**config.mk**
```make
export PLATFORM = sky130hd
export DESIGN_NAME = ahb_mailbox
export DESIGN_NICKNAME = d
export VERILOG_FILES = /design/src/rtl/ahb_mailbox_pkg.sv /design/src/rtl/mbox_fifo.sv /design/src/rtl/ahb_mailbox.sv
export SDC_FILE = /design/constraint.sdc
export NUM_CORES = 1
export LEC_CHECK = 0
export CORE_ASPECT_RATIO = 0.8
export CORE_UTILIZATION = 65
export DETAILED_ROUTE_END_ITERATION = 8
export DONT_BUFFER_PORTS = 1
export PLACE_DENSITY_LB_ADDON = 0.05
export SYNTH_ARGS = -nofsm -noshare
export SYNTH_HDL_FRONTEND = slang
export SYNTH_HIERARCHICAL = 1
export SYNTH_SLANG_ARGS = --single-unit
```
**constraint.sdc**
```tcl
create_clock -name HCLK -period 5.61 [get_ports HCLK]
set_clock_uncertainty 0.1 [all_clocks]
set_input_delay 0.561 -clock HCLK [delete_from_list [all_inputs] [get_ports HCLK]]
set_output_delay 0.561 -clock HCLK [all_outputs]
set_load 0.02 [all_outputs]
```
**src/rtl/ahb_mailbox_pkg.sv**
```systemverilog
`default_nettype none
// ---------------------------------------------------------------------------
// ahb_mailbox_pkg : shared AHB encodings, data-phase states, mailbox defaults
// Rev 1.0
// ---------------------------------------------------------------------------
package ahb_mailbox_pkg;

  localparam logic [1:0] HTRANS_IDLE   = 2'b00;
  localparam logic [1:0] HTRANS_BUSY   = 2'b01;
  localparam logic [1:0] HTRANS_NONSEQ = 2'b10;
  localparam logic [1:0] HTRANS_SEQ    = 2'b11;

  typedef enum logic [1:0] {
    DP_IDLE = 2'd0,
    DP_WR   = 2'd1,
    DP_RD   = 2'd2
  } dphase_e;

  localparam logic [31:0] MBOX_ADDR_DEFAULT = 32'hD058_0000;
  localparam logic [7:0]  PASS_CODE_DEFAULT = 8'hFF;
  localparam logic [7:0]  FAIL_CODE_DEFAULT = 8'h01;

endpackage
`default_nettype wire

```
**src/rtl/mbox_fifo.sv**
```systemverilog
`default_nettype none
// ---------------------------------------------------------------------------
// mbox_fifo : DEPTH x 8 synchronous FIFO with wrap-bit pointers
// Rev 1.0
// ---------------------------------------------------------------------------
module mbox_fifo #(
  parameter int DEPTH = 16
) (
  input  logic                     clk_i,
  input  logic                     rst_ni,
  input  logic                     push_i,
  input  logic [7:0]               din_i,
  input  logic                     pop_i,
  output logic [7:0]               dout_o,
  output logic                     full_o,
  output logic                     empty_o,
  output logic [$clog2(DEPTH):0]   count_o
);

  localparam int AW = $clog2(DEPTH);

  logic [7:0]  mem_q [DEPTH];
  logic [AW:0] wr_ptr_q, wr_ptr_d;
  logic [AW:0] rd_ptr_q, rd_ptr_d;
  logic        do_push, do_pop;

  assign empty_o = (wr_ptr_q == rd_ptr_q);
  assign full_o  = (wr_ptr_q[AW] != rd_ptr_q[AW]) &&
                   (wr_ptr_q[AW-1:0] == rd_ptr_q[AW-1:0]);
  assign count_o = wr_ptr_q - rd_ptr_q;

  assign do_push = push_i && !full_o;
  assign do_pop  = pop_i && !empty_o;

  // Head is forced to zero when empty so the sink never sees stale storage.
  assign dout_o  = empty_o ? 8'h00 : mem_q[rd_ptr_q[AW-1:0]];

  always_comb begin
    wr_ptr_d = wr_ptr_q;
    rd_ptr_d = rd_ptr_q;
    if (do_push) wr_ptr_d = wr_ptr_q + 1'b1;
    if (do_pop)  rd_ptr_d = rd_ptr_q + 1'b1;
  end

  always_ff @(posedge clk_i or negedge rst_ni) begin
    if (!rst_ni) begin
      wr_ptr_q <= '0;
      rd_ptr_q <= '0;
    end else begin
      wr_ptr_q <= wr_ptr_d;
      rd_ptr_q <= rd_ptr_d;
    end
  end

  always_ff @(posedge clk_i) begin
    if (do_push) mem_q[wr_ptr_q[AW-1:0]] <= din_i;
  end

endmodule
`default_nettype wire

```
**src/rtl/ahb_mailbox.sv**
```systemverilog
`default_nettype none
// ---------------------------------------------------------------------------
// ahb_mailbox : AHB-Lite mailbox target -> paced character stream + pass/fail
// Rev 1.0
// ---------------------------------------------------------------------------
module ahb_mailbox
  import ahb_mailbox_pkg::*;
#(
  parameter logic [31:0] MBOX_ADDR  = MBOX_ADDR_DEFAULT,
  parameter int          FIFO_DEPTH = 16,
  parameter logic [7:0]  PASS_CODE  = PASS_CODE_DEFAULT,
  parameter logic [7:0]  FAIL_CODE  = FAIL_CODE_DEFAULT
) (
  input  logic        HCLK,
  input  logic        HRESETn,
  input  logic        HSEL,
  input  logic [31:0] HADDR,
  input  logic [1:0]  HTRANS,
  input  logic        HWRITE,
  input  logic [2:0]  HSIZE,
  input  logic [63:0] HWDATA,
  input  logic        HREADY,
  output logic        HREADYOUT,
  output logic        HRESP,
  output logic [63:0] HRDATA,
  output logic        char_valid,
  output logic [7:0]  char_data,
  input  logic        char_ready,
  output logic        test_pass,
  output logic        test_fail
);

  localparam int CW = $clog2(FIFO_DEPTH);

  dphase_e      state_q, state_d;
  logic [2:0]   lane_q, lane_d;
  logic         pass_q, pass_d;
  logic         fail_q, fail_d;

  logic         accept, addr_hit;
  logic [7:0]   wr_byte;
  logic         is_code;
  logic         push, pop;
  logic         fifo_full, fifo_empty;
  logic [CW:0]  fifo_count;
  logic [3:0]   count_sat;
  logic [7:0]   status;
  logic         unused_ok;

  assign unused_ok = ^HSIZE;

  assign accept   = HSEL && HREADY &&
                    (HTRANS == HTRANS_NONSEQ || HTRANS == HTRANS_SEQ);
  assign addr_hit = (HADDR[31:3] == MBOX_ADDR[31:3]);

  assign wr_byte  = HWDATA[{lane_q, 3'b000} +: 8];
  assign is_code  = (wr_byte == PASS_CODE) || (wr_byte == FAIL_CODE);

  // Only a character destined for a full FIFO stalls; codes never do.
  assign HREADYOUT = !((state_q == DP_WR) && fifo_full && !is_code);
  assign HRESP     = 1'b0;

  assign push = (state_q == DP_WR) && !is_code && HREADYOUT;
  assign pop  = char_valid && char_ready;

  assign count_sat = (32'(fifo_count) > 15) ? 4'd15 : 4'(fifo_count);
  assign status    = {fail_q, pass_q, fifo_full, fifo_empty, count_sat};

  assign char_valid = !fifo_empty;
  assign test_pass  = pass_q;
  assign test_fail  = fail_q;

  always_comb begin
    state_d = state_q;
    lane_d  = lane_q;
    pass_d  = pass_q;
    fail_d  = fail_q;
    if (HREADYOUT) begin
      state_d = DP_IDLE;
      if (accept && addr_hit) begin
        state_d = HWRITE ? DP_WR : DP_RD;
        lane_d  = HADDR[2:0];
      end
    end
    if (state_q == DP_WR) begin
      if (wr_byte == PASS_CODE) pass_d = 1'b1;
      if (wr_byte == FAIL_CODE) fail_d = 1'b1;
    end
  end

  always_comb begin
    HRDATA = '0;
    if (state_q == DP_RD) HRDATA[{lane_q, 3'b000} +: 8] = status;
  end

  always_ff @(posedge HCLK or negedge HRESETn) begin
    if (!HRESETn) begin
      state_q <= DP_IDLE;
      lane_q  <= 3'd0;
      pass_q  <= 1'b0;
      fail_q  <= 1'b0;
    end else begin
      state_q <= state_d;
      lane_q  <= lane_d;
      pass_q  <= pass_d;
      fail_q  <= fail_d;
    end
  end

  mbox_fifo #(
    .DEPTH (FIFO_DEPTH)
  ) u_fifo (
    .clk_i   (HCLK),
    .rst_ni  (HRESETn),
    .push_i  (push),
    .din_i   (wr_byte),
    .pop_i   (pop),
    .dout_o  (char_data),
    .full_o  (fifo_full),
    .empty_o (fifo_empty),
    .count_o (fifo_count)
  );

endmodule
`default_nettype wire
```
==> impl_metrics.toml <==
[status]
status = "finished clean"

[sta]
setup_violations = 0
tightest_slew_ps = 1240
fmax_mhz = 216
fin_crit_sh = 0.824
hold_violations = 0
tns_ps = 0
rsz0062_at_grt = "false"
maxSlewHeadroom = 0.167
layout_min_cycle_time_ps = 4620
drv_slew = 0

[worst_setup_path]
slowest_stage = "nor4_1"
cpLargestDelayFamily = "simple AND/OR/NAND/NOR gates"
crit_arrival_ps = 3960
cp_num_buf_inv = 2
path_max_fanout = 23
crit_path_start_kind = "flip-flop"
max_stage_delay_ps = 1000
cp.required_ps = 4950
worstPathCellList = "inv_1 -> ha_1 -> ha_1 -> inv_1 -> nand2_1 -> nor4_1 -> and2_1"
endpoint_kind = "output pin"
criticalPathCategory = "flip-flop to output pin"

[global_routing]
first_global_vias = 4398
grt_pass1_wl_um = 24200
antenna_found_initial = 0
track_usage = 0.287
grt_overflow = 0
grt_max_degree = 36

[die]
rows = 34
core_area_sq_um = 11000
die_x_um = 122
die-area_sq_um = 11900
chipHeight_um = 97.6
start_util = 0.674
io_pins = 184

[detailed_routing]
detail-route-antenna-nets = 0
wl_um = 16300
firstDrtPassIters = 5
vias_per_cell = 6.65
vias = 4507
drtIter0Drc = 432
routedWlPerCell_um = 24.0
route.detailed.drc = 0

[power_and_ir_drop]
p_total_mw = 3.20
power.density_nw_per_um2 = 394
leakage_nw = 2.79
ir_drop_mv = 0.237

[yosys]
synth_nets = 637
synth_seq_cells = 145
ys_seq_area_frac = 0.575
synth-edff-count = 128
ys_warn_count = 6
syn-cell-area_sq_um = 7430
synth.distinct_cells = 56
synth.avg_cell_area_sq_um = 14.4
syn_inst = 515
yosys_most_used_dff = "edfxtp_1"
async_flop_share = 0.117

[job]
max_cap_violations = 0

[place]
dp_hpwl_um = 11400
port_buffers = 0
place.gp.congestion = 0.906
dpl.cell_count = 646

[clock_tree]
cts_max_level = 4
root_buffer = "clkbuf_16"
cts_tree = "done"
cts_resized = 0
path_clk_slew_ps = 60
clkLatencyLatePin_ps = 410
cts_buffer_depth = 2
cts_buffers = 17
clock_sinks = 145

[cells_and_area]
insertedDiodeCount = 0
nets = 644
drive_gt1_frac = 0.180
stdcell_count = 678
area_delta_synth_final_pct = 9.23

[min_path]
holdCritPathClass = "input port to flip-flop"
==> sequential cells by signal, indices dropped and copies added (netlist names) <==
register	cells
u_fifo/mem_q	128
u_fifo/rd_ptr_q	5
u_fifo/wr_ptr_q	5
lane_q	3
state_q	2
test_fail	1
test_pass	1
==> path summary, 6_finish.rpt <==
kind                                    start                  end  slack (ps)  cells after the start
setup / recovery                    lane_q[0]            HRDATA[5]         990                      7
hold / removal                         HWRITE           state_q[1]         110                      1
setup reg to reg                    lane_q[0]  u_fifo/mem_q[12][3]        1030                      9
hold reg to reg            u_fifo/wr_ptr_q[4]   u_fifo/wr_ptr_q[4]         390                      1
max in group asynchronous             HRESETn   u_fifo/wr_ptr_q[4]        4350                      1
min in group asynchronous             HRESETn   u_fifo/rd_ptr_q[2]         570                      1
==> synth_stat cells, types with 3 or more instances <==
library cell,instances,share of area
mux2_4,3,0.0061
nor2b_1,5,0.0042
a21oi_1,13,0.0088
buf_4,3,0.0030
o21a_1,5,0.0051
and2_1,7,0.0059
clkbuf_1,8,0.0040
o21ai_1,6,0.0040
mux2_1,6,0.0091
mux2i_1,17,0.023
mux4_2,32,0.097
edfxtp_1,128,0.52
buf_2,7,0.0047
nor3_1,7,0.0047
nand2_1,27,0.014
o21ai_0,4,0.0027
dfrtp_1,17,0.057
inv_2,3,0.0015
o21bai_1,4,0.0040
nand3_1,6,0.0040
ha_1,14,0.024
and3_1,7,0.0059
mux2_2,13,0.020
mux4_1,12,0.042
inv_1,18,0.0091
a21o_1,3,0.0030
buf_6,4,0.0061
nand4_1,8,0.0067
nor2_1,71,0.036
nand2b_1,9,0.0076
xnor2_1,11,0.013
nor4_1,10,0.0084
==> cell usage in the layout (no fill, tap or decap), types with 2 or more instances in the layout <==
master       n
edfxtp_1   128
mux2i_1     17
buf_4       13
and4_1       2
nor3_1       7
bufinv_16    3
o21a_1       5
xnor2_1     11
mux4_2      32
ha_1        14
mux2_2      13
nand3_1      6
mux4_1      12
nand2b_1     9
nor2b_1      5
nand2_1     27
nor2_1      71
and2_1       7
o21ai_1      6
nand4_1      8
mux2_1       6
clkbuf_16   17
nor4b_1      2
dfrtp_1     17
o21ai_0      4
a21o_1       3
nor4_1      10
a21oi_1     13
inv_2        3
and3_1       7
o21bai_1     4
mux2_4       3
clkinv_1     5
clkinv_2     2
inv_1       18
==> repair_timing <==
action / CTS / global route
hold buffers: 1 / 0
endpoints found under the hold margin: 17 / 0
setup buffers: 0 / 0
==> per-layer routing <==
| layer | wire length (um) | part of all wire | vias up | track usage |
|---|---|---|---|---|
| met4 | 267 | 0.016 | 0 | 0.0950 |
| met2 | 7520 | 0.46 | 230 | 0.424 |
| met5 | 0 | 0 | - | 0 |
| li1 | - | - | 1984 | - |
| met1 | 7090 | 0.44 | 2271 | 0.421 |
| met3 | 1390 | 0.085 | 22 | 0.0722 |
==> report_power, final <==
group / switching (mW) / internal, mW
registers: 0.0546 / 1.19
clock network: 0.398 / 0.688
logic: 0.492 / 0.371
total: 0.945 / 2.25
==> cells by family after synthesis <==
group | Yosys count | share of synthesized area
buffers and inverters | 47 | 0.0342
flip-flops | 145 | 0.575
AO/OA/AOI/OAI | 43 | 0.0403
other | 1 | 0.000505
XOR/XNOR | 12 | 0.0141
AND/OR/NAND/NOR | 168 | 0.110
multiplexers | 84 | 0.200
adder cells (fa/ha/maj) | 15 | 0.0263
==> layout make-up <==
class | count | area [sq um]
clock buffers | 18 | 429
clock inverters | 13 | 144
fillers | 688 | 2900
inverters | 21 | 78.8
multi-input cells | 323 | 2910
flip-flops and latches | 145 | 4270
well taps | 144 | 180
repair buffers | 14 | 108
==> through the flow <==
stage | worst slack [ps] | hold slack (ps) | area (sq um) | util
2_1_floorplan | 2110 | 165 | 7430 | -
3_3_place_gp | 1250 | 166 | 7530 | 0.684
3_5_place_dp | 1050 | 166 | 7530 | 0.684
4_1_cts | 1060 | 88.7 | 8110 | 0.736
5_1_grt | 734 | 95.2 | 8110 | 0.736
6_report | 988 | 106 | 8110 | 0.736
Power figures use the tool's default switching activity.
